**src/rtl/uart_pkg.sv**
```systemverilog
// Shared types and constants for the UART echo responder.
package uart_pkg;

  localparam int UART_DATA_BITS = 8;

  typedef enum logic [2:0] {
    R_IDLE,
    R_START,
    R_DATA,
    R_STOP,
    R_WAIT_IDLE
  } rx_state_t;

  typedef enum logic [1:0] {
    T_IDLE,
    T_START,
    T_DATA,
    T_STOP
  } tx_state_t;

endpackage

```
**src/rtl/uart_echo_fifo.sv**
```systemverilog
// Echo buffer: DEPTH-entry FIFO with a combinational head on dout.
// A push while full is accepted only when a pop happens in the same cycle.
module uart_echo_fifo
  import uart_pkg::*;
#(
  parameter int WIDTH = UART_DATA_BITS,
  parameter int DEPTH = 8
) (
  input  logic                     clk,
  input  logic                     rst_n,
  input  logic                     push,
  input  logic                     pop,
  input  logic [WIDTH-1:0]         din,
  output logic [WIDTH-1:0]         dout,
  output logic [$clog2(DEPTH):0]   count,
  output logic                     full,
  output logic                     empty
);

  localparam int AW = $clog2(DEPTH);

  logic [WIDTH-1:0] mem [DEPTH];
  logic [AW-1:0]    wr_ptr;
  logic [AW-1:0]    rd_ptr;
  logic             do_push;
  logic             do_pop;

  assign empty   = (count == '0);
  assign full    = (count == (AW+1)'(DEPTH));
  assign do_pop  = pop && !empty;
  assign do_push = push && (!full || do_pop);
  assign dout    = mem[rd_ptr];

  // Pointers wrap naturally because DEPTH is a power of two.
  always_ff @(posedge clk or negedge rst_n) begin
    if (!rst_n) begin
      wr_ptr <= '0;
      rd_ptr <= '0;
      count  <= '0;
    end else begin
      if (do_push) wr_ptr <= wr_ptr + 1'b1;
      if (do_pop)  rd_ptr <= rd_ptr + 1'b1;
      case ({do_push, do_pop})
        2'b10:   count <= count + 1'b1;
        2'b01:   count <= count - 1'b1;
        default: count <= count;
      endcase
    end
  end

  // Storage array; contents are don't-care until written.
  always_ff @(posedge clk) begin
    if (do_push) mem[wr_ptr] <= din;
  end

endmodule

```
**src/rtl/uart_echo_responder.sv**
```systemverilog
// Far-end UART responder: receives 8N1 frames, buffers them and echoes them back.
// Optional macro UART_ECHO_FRAME_CHECK_EN: reject frames with a low stop bit and
// report them on frame_err.
//
// RX state    | meaning
// R_IDLE      | waiting for a falling edge on the synced line
// R_START     | timing to mid start bit, rejecting glitches
// R_DATA      | sampling 8 data bits, LSB first
// R_STOP      | sampling stop bit, committing the byte
// R_WAIT_IDLE | after a framing error, waiting for one full high bit
//
// TX state    | meaning
// T_IDLE      | line high, pops the FIFO head when available
// T_START     | driving start bit (0)
// T_DATA      | driving 8 data bits, LSB first
// T_STOP      | driving stop bit (1)
module uart_echo_responder
  import uart_pkg::*;
#(
  parameter int CLKS_PER_BIT = 2500,
  parameter int FIFO_DEPTH   = 8
) (
  input  logic                          clk,
  input  logic                          rst_n,
  input  logic                          serial_rx,
  output logic                          serial_tx,
  output logic [7:0]                    incoming,
  output logic                          rx_ready,
  output logic                          busy,
  output logic [$clog2(FIFO_DEPTH):0]   fifo_count,
`ifdef UART_ECHO_FRAME_CHECK_EN
  output logic                          frame_err,
`endif
  output logic                          overflow
);

  localparam int CW = $clog2(CLKS_PER_BIT) + 1;
  localparam logic [CW-1:0] CNT_BIT  = CW'(CLKS_PER_BIT - 1);
  localparam logic [CW-1:0] CNT_HALF = CW'(CLKS_PER_BIT / 2 - 1);

  logic rx_meta, rx_sync, rx_prev;

  rx_state_t   rx_state, rx_next;
  logic [CW-1:0] rx_cnt;
  logic [2:0]  rx_bit;
  logic [7:0]  rx_shift;
  logic        rx_tick;
  logic        rx_commit;
`ifdef UART_ECHO_FRAME_CHECK_EN
  logic        rx_ferr;
`endif

  tx_state_t   tx_state, tx_next;
  logic [CW-1:0] tx_cnt;
  logic [2:0]  tx_bit;
  logic [7:0]  tx_shift;
  logic        tx_tick;
  logic        tx_pop;

  logic [7:0]  fifo_dout;
  logic        fifo_full;
  logic        fifo_empty;

  assign rx_tick = (rx_cnt == '0);
  assign tx_tick = (tx_cnt == '0);

  // Two-flop synchronizer plus a delayed copy for falling-edge detection.
  always_ff @(posedge clk or negedge rst_n) begin
    if (!rst_n) begin
      rx_meta <= 1'b1;
      rx_sync <= 1'b1;
      rx_prev <= 1'b1;
    end else begin
      rx_meta <= serial_rx;
      rx_sync <= rx_meta;
      rx_prev <= rx_sync;
    end
  end

  // RX state register.
  always_ff @(posedge clk or negedge rst_n) begin
    if (!rst_n) rx_state <= R_IDLE;
    else        rx_state <= rx_next;
  end

  // RX next-state logic.
  always_comb begin
    rx_next = rx_state;
    case (rx_state)
      R_IDLE:  if (rx_prev && !rx_sync) rx_next = R_START;
      R_START: if (rx_tick) rx_next = rx_sync ? R_IDLE : R_DATA;
      R_DATA:  if (rx_tick && rx_bit == 3'd7) rx_next = R_STOP;
`ifdef UART_ECHO_FRAME_CHECK_EN
      R_STOP:      if (rx_tick) rx_next = rx_sync ? R_IDLE : R_WAIT_IDLE;
      R_WAIT_IDLE: if (rx_tick && rx_sync) rx_next = R_IDLE;
`else
      R_STOP:      if (rx_tick) rx_next = R_IDLE;
`endif
      default: rx_next = R_IDLE;
    endcase
  end

  // RX output decode: commit (and framing error) on the stop sample.
  always_comb begin
    rx_commit = 1'b0;
`ifdef UART_ECHO_FRAME_CHECK_EN
    rx_ferr   = 1'b0;
    if (rx_state == R_STOP && rx_tick) begin
      rx_commit = rx_sync;
      rx_ferr   = !rx_sync;
    end
`else
    if (rx_state == R_STOP && rx_tick) rx_commit = 1'b1;
`endif
  end

  // RX bit timer (down-counter), shift register and committed-byte outputs.
  always_ff @(posedge clk or negedge rst_n) begin
    if (!rst_n) begin
      rx_cnt    <= '0;
      rx_bit    <= '0;
      rx_shift  <= '0;
      incoming  <= '0;
      rx_ready  <= 1'b0;
`ifdef UART_ECHO_FRAME_CHECK_EN
      frame_err <= 1'b0;
`endif
    end else begin
      rx_ready  <= rx_commit;
      if (rx_commit) incoming <= rx_shift;
`ifdef UART_ECHO_FRAME_CHECK_EN
      frame_err <= rx_ferr;
`endif
      case (rx_state)
        R_IDLE: begin
          rx_cnt <= CNT_HALF;
          rx_bit <= '0;
        end
        R_WAIT_IDLE: begin
          // Any low sample restarts the full-bit high window.
          if (!rx_sync || rx_tick) rx_cnt <= CNT_BIT;
          else                     rx_cnt <= rx_cnt - 1'b1;
        end
        default: begin
          if (rx_tick) rx_cnt <= CNT_BIT;
          else         rx_cnt <= rx_cnt - 1'b1;
          if (rx_state == R_DATA && rx_tick) begin
            rx_shift <= {rx_sync, rx_shift[7:1]};
            rx_bit   <= rx_bit + 1'b1;
          end
        end
      endcase
    end
  end

  uart_echo_fifo #(
    .WIDTH(UART_DATA_BITS),
    .DEPTH(FIFO_DEPTH)
  ) u_fifo (
    .clk  (clk),
    .rst_n(rst_n),
    .push (rx_ready),
    .pop  (tx_pop),
    .din  (incoming),
    .dout (fifo_dout),
    .count(fifo_count),
    .full (fifo_full),
    .empty(fifo_empty)
  );

  // Sticky drop flag: a push at full only loses data when no pop coincides.
  always_ff @(posedge clk or negedge rst_n) begin
    if (!rst_n)                               overflow <= 1'b0;
    else if (rx_ready && fifo_full && !tx_pop) overflow <= 1'b1;
  end

  // TX state register.
  always_ff @(posedge clk or negedge rst_n) begin
    if (!rst_n) tx_state <= T_IDLE;
    else        tx_state <= tx_next;
  end

  // TX next-state logic.
  always_comb begin
    tx_next = tx_state;
    case (tx_state)
      T_IDLE:  if (!fifo_empty) tx_next = T_START;
      T_START: if (tx_tick) tx_next = T_DATA;
      T_DATA:  if (tx_tick && tx_bit == 3'd7) tx_next = T_STOP;
      T_STOP:  if (tx_tick) tx_next = T_IDLE;
      default: tx_next = T_IDLE;
    endcase
  end

  // TX outputs: line level is decoded straight from state so reset idles it at once.
  always_comb begin
    serial_tx = 1'b1;
    case (tx_state)
      T_START: serial_tx = 1'b0;
      T_DATA:  serial_tx = tx_shift[0];
      default: serial_tx = 1'b1;
    endcase
    busy   = (tx_state != T_IDLE);
    tx_pop = (tx_state == T_IDLE) && !fifo_empty;
  end

  // TX bit timer (down-counter) and shift register.
  always_ff @(posedge clk or negedge rst_n) begin
    if (!rst_n) begin
      tx_cnt   <= '0;
      tx_bit   <= '0;
      tx_shift <= '0;
    end else begin
      if (tx_state == T_IDLE) begin
        tx_cnt <= CNT_BIT;
        tx_bit <= '0;
        if (tx_pop) tx_shift <= fifo_dout;
      end else begin
        if (tx_tick) tx_cnt <= CNT_BIT;
        else         tx_cnt <= tx_cnt - 1'b1;
        if (tx_state == T_DATA && tx_tick) begin
          tx_shift <= {1'b1, tx_shift[7:1]};
          tx_bit   <= tx_bit + 1'b1;
        end
      end
    end
  end

endmodule
```
**config.mk**
```make
export PLATFORM = sky130hd
export DESIGN_NAME = uart_echo_responder
export DESIGN_NICKNAME = d
export VERILOG_FILES = /design/src/rtl/uart_pkg.sv /design/src/rtl/uart_echo_fifo.sv /design/src/rtl/uart_echo_responder.sv
export SDC_FILE = /design/constraint.sdc
export NUM_CORES = 1
export LEC_CHECK = 0
export CAP_MARGIN = 30
export CORE_MARGIN = 3
export CORE_UTILIZATION = 50
export CTS_CLUSTER_SIZE = 25
export DETAILED_ROUTE_END_ITERATION = 7
export PLACE_DENSITY = 0.72
export SLEW_MARGIN = 20
export SYNTH_ARGS = -nofsm -noshare
export SYNTH_HDL_FRONTEND = slang
export SYNTH_SLANG_ARGS = --single-unit
```
**constraint.sdc**
```tcl
create_clock -name clk -period 5.79 [get_ports clk]
set_input_delay 1.158 -clock clk [delete_from_list [all_inputs] [get_ports clk]]
set_output_delay 1.158 -clock clk [all_outputs]
set_load 0.03 [all_outputs]
```
== Yosys cells after proc, flatten, opt, wreduce, memory -nomap -nowiden ==
Memories as Yosys holds them, arrays and structs flattened.
Cells that the tools add are included.
Storage, ports and cells
  register bits: 76
  memory bits (writable): 64
  input bits: 3
  output and inout port bits: 16
  logic and storage cells: 109
  memories kept: 1
Cells by class
  $add $sub $neg: 8
  equal/unequal tests: 21
  mux-type cells: 28
  bitwise logic cells: 2
  reductions and logical operators: 32
Memory list
  u_fifo.mem: words 8, bits a word 8, rd ports 1, clocked after memory_dff 0, write ports 1, RTL line uart_echo_fifo.sv:22  | logic [WIDTH-1:0] mem [DEPTH];
Operators with widths (number)
  13-bit 2-to-1 mux: 4
  13-bit logical NOT: 2
  13-bit case mux with 2 select lines: 1
  13-bit by 1-bit subtractor with 13-bit output (second input constant): 2
  8-bit 2-to-1 mux: 3
  3-bit 2-to-1 mux: 7
  2-bit inequality test (second input constant): 9
  3-bit by 1-bit adder with 3-bit output (second input constant): 4
  3-bit case mux with 4 select lines: 1
  1-bit logical AND: 11
  2-bit 2-to-1 mux: 5
  3-bit equality test (second input constant): 3
  2-bit case mux with 4 select lines: 1
  4-bit case mux with 2 select lines: 1
  4-bit AND reduction: 2
  2-bit nonzero test: 4
  2-bit equality test (second input constant): 3
  3-bit by 2-bit equality test with 1-bit output (second input constant): 2
  3-bit case mux with 2 select lines: 1
  2-bit AND reduction: 3
  4-bit by 1-bit adder with 4-bit output (second input constant): 1
  2-bit by 1-bit equality test with 1-bit output (second input constant): 2
  4-bit equality test (second input constant): 1
  1-bit logical NOT: 4
  10 further kinds: 14

== Longest topological paths before layout ==
  depth in word-level cells: 8
  mapped depth: 10
  mapped depth without buffers: 9

== Cells and area by module ==
A second synthesis with hierarchy kept.
Second synthesis, totals
  cell total of the unflattened synthesis: 413
  area total of the unflattened synthesis: 6203.4 µm²
Modules (own cells, without submodules)
  uart_echo_fifo: instances 1, cells an instance 162, area each 3150.5 µm², sequential area each 2172.1 µm²
  uart_echo_responder: instances 1, cells an instance 251, area each 3052.9 µm², sequential area each 1630.3 µm²

== Worst setup path after synthesis ==
No wires, ideal clock.
  path kind: flip-flop to output port
  start: register tx_state[0]
  end: output serial_tx
  arrival: 1.404 ns
  data required time: 4.632 ns
  setup slack: 3.228 ns
  cell stages (with the launch flop): 4
  path buffers: 0
  cell sequence: dfrtp_1 inv_1 ha_1 o21ai_0
On the way
  longest elaborated chain between the ends: 2
  elaborated cells between the ends (all ways): 3
  classes of those cells: eq/ne (2); mux (1)
Ends and longest elaborated chain
  from (decl): RTL line uart_echo_responder.sv:53  | tx_state_t tx_state, tx_next;
  from (signal assigned): RTL line uart_echo_responder.sv:180  | else tx_state <= tx_next;
  2-bit equality test or 2-bit by 1-bit equality test with 1-bit output (tied branches): RTL line uart_echo_responder.sv:198  | case (tx_state)
  1-bit case mux with 2 select lines *: RTL line uart_echo_responder.sv:198
  to (decl): RTL line uart_echo_responder.sv:26  | output logic serial_tx,
Every way passes the cells marked *; elsewhere a longest branch is shown, timed or not.

== Worst setup path in the final report ==
  start: register tx_state[0]
  end: output busy
On the way
  longest elaborated chain between the ends: 1
Ends and longest elaborated chain
  2-bit nonzero test: RTL line uart_echo_responder.sv:203  | busy = (tx_state != T_IDLE);
  to (decl): RTL line uart_echo_responder.sv:29  | output logic busy,
No other way between the ends.

==> metrics.cfg <==
[route]
drt_drc_violations_left = 0
route.vias.total = 3421
wire_per_inst_um = 18.0
drtPass1Iterations = 5
total_routed_wirelength_um = 10800
drt_first_iter_violations = 311
drt.antenna.violating_nets = 0
average_via_count_per_standard_cell = 5.70

[power_and_ir_drop]
power_per_cell_area_mw_per_mm2 = 349
worst_ir_drop_vdd_v = 0.000209
p_leak_nw = 2.65

[cts]
clkLatencyLatePin_ns = 0.41
tritoncts = built
cts-buffers-inserted = 17
post_cts_buffers = 0
clock-root-buffer = sky130_fd_sc_hd__clkbuf_16
cts_max_level = 4
worst_setup_hold_path_clk_slew_ns = 0.06
postCtsHoldBufs = 0
cts.sinks = 139
cts.repair.resized = 0
ctsLongestPathBuffers = 2

[global_route]
wire_length_of_the_first_global_routing_pass_um = 18200
largest_net_degree_at_the_start_of_global_routing = 76
grt_antenna_before_repair = 0
via_count_of_the_first_global_routing_pass = 3550
all_layer_gr_usage_pct = 17.9
gr-total-overflow = 0

[critical_path]
worst-setup-path-type = reg -> out
cp-start-kind = register
crit_top_cell = sky130_fd_sc_hd__inv_1
crit_arrival_ns = 2.44
cp_cell_sequence = inv_1 > ha_1 > inv_1 > clkdlybuf4s50_1
crit_required_ns = 4.63
worst-path-max-fanout = 20
slowest_stage = sky130_fd_sc_hd__ha_1
kind_of_cell_adding_the_most_delay_to_the_critical_path = buffers and inverters
critical_path_buf_inv_count = 3
max_stage_delay_ns = 0.64
crit_path_end_kind = primary output

[synth]
syn-instance-count = 420
share_of_synthesized_flip_flops_with_an_asynchronous_set_or_reset_pct = 54.0
syn_nets = 439
yosysWarningCount = 0
synth-seq-cells = 139
yosys-top-cells-area = sky130_fd_sc_hd__edfxtp_1, sky130_fd_sc_hd__dfrtp_1, sky130_fd_sc_hd__mux4_2
synth-edff-count = 64
post_synth_instance_area_mm2 = 0.00609
yosys.area.top_type_share_pct = 31.5
synth.lib_cells_used.distinct = 55
synth_sequential_area_ratio_pct = 62.4
netlist.top_cell.by_area = sky130_fd_sc_hd__edfxtp_1
postSynthAreaPerCell_um2 = 14.5
ys.flop_type = sky130_fd_sc_hd__dfrtp_1

[hold_path]
worst_hold_path_type = reg -> reg

[layout]
finish.utilization_pct = 60.1
combined_area_of_the_multi_input_logic_cells_mm2 = 0.00217
seqCellArea_mm2 = 0.00380
layout-drive-gt1-share_pct = 19.7
fill_cells = 866
final_common_cell = sky130_fd_sc_hd__dfrtp_1
flow.area_growth_from_synthesis_pct = 15.0
layout_common_cells = sky130_fd_sc_hd__dfrtp_1, sky130_fd_sc_hd__edfxtp_1, sky130_fd_sc_hd__nor2_1
num-nets-final = 463
n_antenna_cell = 0

[placement]
final_weighted_congestion_in_routability_driven_placement = 0.780
portBuffers = 18
post-dp-hpwl_um = 7260

[sta]
grt_setup_unrepaired = false
hold_violations = 0
relSlewSlack_pct = 42.4
fmaxAchievable_mhz = 278
tns_ns = 0
final.period_utilization_pct = 62.1
worst_slew_pin_slew_ns = 0.856
finalSetupViolCount = 0
fin_skew_ns = 0.00400
max_slew_violation_count = 0
finalCriticalPeriod_ns = 3.60

[run]
drv_cap = 0

[floorplanning]
floorplan.die.height_um = 116
dieArea_mm2 = 0.0135
io_pins = 19
core_area_mm2 = 0.0117
placement_rows = 39
die_width_um = 116
initial_core_util_pct = 52.2

[outcome]
status = finished clean

[metrics by stage]
step	instance area, um2	std cells	total power, mW	worst slack [ns]	hold slack (ns)
final	7010	600	2.45	2.19	0.358
after detailed placement	6390	567	1.43	2.38	0.347
after CTS	6970	599	2.47	2.17	0.360
after floorplan	6090	420	1.35	3.23	0.345
after global placement	6360	566	1.41	2.57	0.348
after global routing	7010	600	2.56	2.00	0.363
[worst reg2reg max path: stages, from the launching register on]
cell	delay [ns]
sky130_fd_sc_hd__dfrtp_1	0.40
sky130_fd_sc_hd__inv_1	0.15
sky130_fd_sc_hd__ha_1	0.64
sky130_fd_sc_hd__nor2b_1	0.16
sky130_fd_sc_hd__a21boi_1	0.58
sky130_fd_sc_hd__nand2_1	0.25
sky130_fd_sc_hd__nor2_1	0.59
[state kept, by name, indices dropped and copies added (netlist names), 2 cells and up]
name / count
u_fifo.mem: 64
rx_cnt: 13
rx_state: 2
u_fifo.rd_ptr: 3
u_fifo.wr_ptr: 3
tx_cnt: 13
incoming: 8
u_fifo.count: 4
rx_bit: 3
tx_shift: 8
tx_bit: 3
tx_state: 2
rx_shift: 8
[layer usage]
layer	vias to the layer above	wire [um]	GRT usage (%)
met2	75	5320	28.2
met3	15	489	4.87
li1	1609	-	-
met4	0	194	7.89
met1	1722	4780	23.5
met5	-	0	0
[kinds of logic after synthesis]
group	synth area share, %
flops	62.4
fa+ha+maj	3.29
buf+inv	2.20
xor+xnor	3.74
simple gates	9.45
compound gates	5.48
mux	13.4
[where the power goes]
| part | internal (mW) | total [mW] | switching (mW) | leakage (nW) |
|---|---|---|---|---|
| logic | 0.121 | 0.282 | 0.162 | 0.967 |
| clock network | 0.636 | 1.04 | 0.400 | 0.270 |
| registers | 1.07 | 1.13 | 0.0547 | 1.42 |
| total | 1.83 | 2.45 | 0.617 | 2.65 |
[area by class of cell]
cell class | count | area share, %
Clock buffer | 19 | 6.18
Clock inverter | 13 | 2.04
Inverter | 11 | 0.589
Multi-Input combinational cell | 254 | 30.9
Sequential cell | 139 | 54.3
Tap cell | 143 | 2.55
Timing Repair Buffer | 21 | 3.43
[final timing paths]
check	from	endpoint	slack [ns]	cells after the start
setup / recovery	tx_state[0]	busy	2.19	4
hold / removal	rx_meta	rx_sync	0.36	0
setup reg to reg	tx_state[0]	u_fifo.mem[3][2]	2.65	6
hold reg to reg	rx_meta	rx_sync	0.36	0
max in group asynchronous	rst_n	rx_meta	4.59	2
min in group asynchronous	rst_n	tx_cnt[7]	0.60	1
[synth_stat cells, types with 2 or more instances]
| master | n |
|---|---|
| sky130_fd_sc_hd__dfstp_2 | 3 |
| sky130_fd_sc_hd__edfxtp_1 | 64 |
| sky130_fd_sc_hd__nor3_1 | 10 |
| sky130_fd_sc_hd__nor4b_1 | 2 |
| sky130_fd_sc_hd__a31oi_1 | 3 |
| sky130_fd_sc_hd__a21o_1 | 2 |
| sky130_fd_sc_hd__or4_1 | 3 |
| sky130_fd_sc_hd__o211ai_1 | 3 |
| sky130_fd_sc_hd__ha_1 | 16 |
| sky130_fd_sc_hd__nand2b_1 | 3 |
| sky130_fd_sc_hd__a21oi_1 | 10 |
| sky130_fd_sc_hd__xor2_1 | 13 |
| sky130_fd_sc_hd__nand2_1 | 22 |
| sky130_fd_sc_hd__nor2b_1 | 3 |
| sky130_fd_sc_hd__nor2_1 | 35 |
| sky130_fd_sc_hd__nand4_1 | 4 |
| sky130_fd_sc_hd__nand3_1 | 9 |
| sky130_fd_sc_hd__o21ai_0 | 10 |
| sky130_fd_sc_hd__inv_1 | 11 |
| sky130_fd_sc_hd__xnor2_1 | 13 |
| sky130_fd_sc_hd__and4_1 | 2 |
| sky130_fd_sc_hd__buf_1 | 2 |
| sky130_fd_sc_hd__mux2i_1 | 11 |
| sky130_fd_sc_hd__dfrtp_1 | 72 |
| sky130_fd_sc_hd__and3_1 | 4 |
| sky130_fd_sc_hd__mux4_2 | 16 |
| sky130_fd_sc_hd__o31ai_1 | 2 |
| sky130_fd_sc_hd__clkbuf_1 | 7 |
| sky130_fd_sc_hd__o22ai_1 | 2 |
| sky130_fd_sc_hd__buf_6 | 3 |
| sky130_fd_sc_hd__nor4_1 | 3 |
| sky130_fd_sc_hd__mux2_2 | 19 |
| sky130_fd_sc_hd__mux2_4 | 9 |
| sky130_fd_sc_hd__nor4_2 | 2 |
| sky130_fd_sc_hd__a22oi_1 | 7 |
Note: power is estimated with default switching activity, not from simulation.
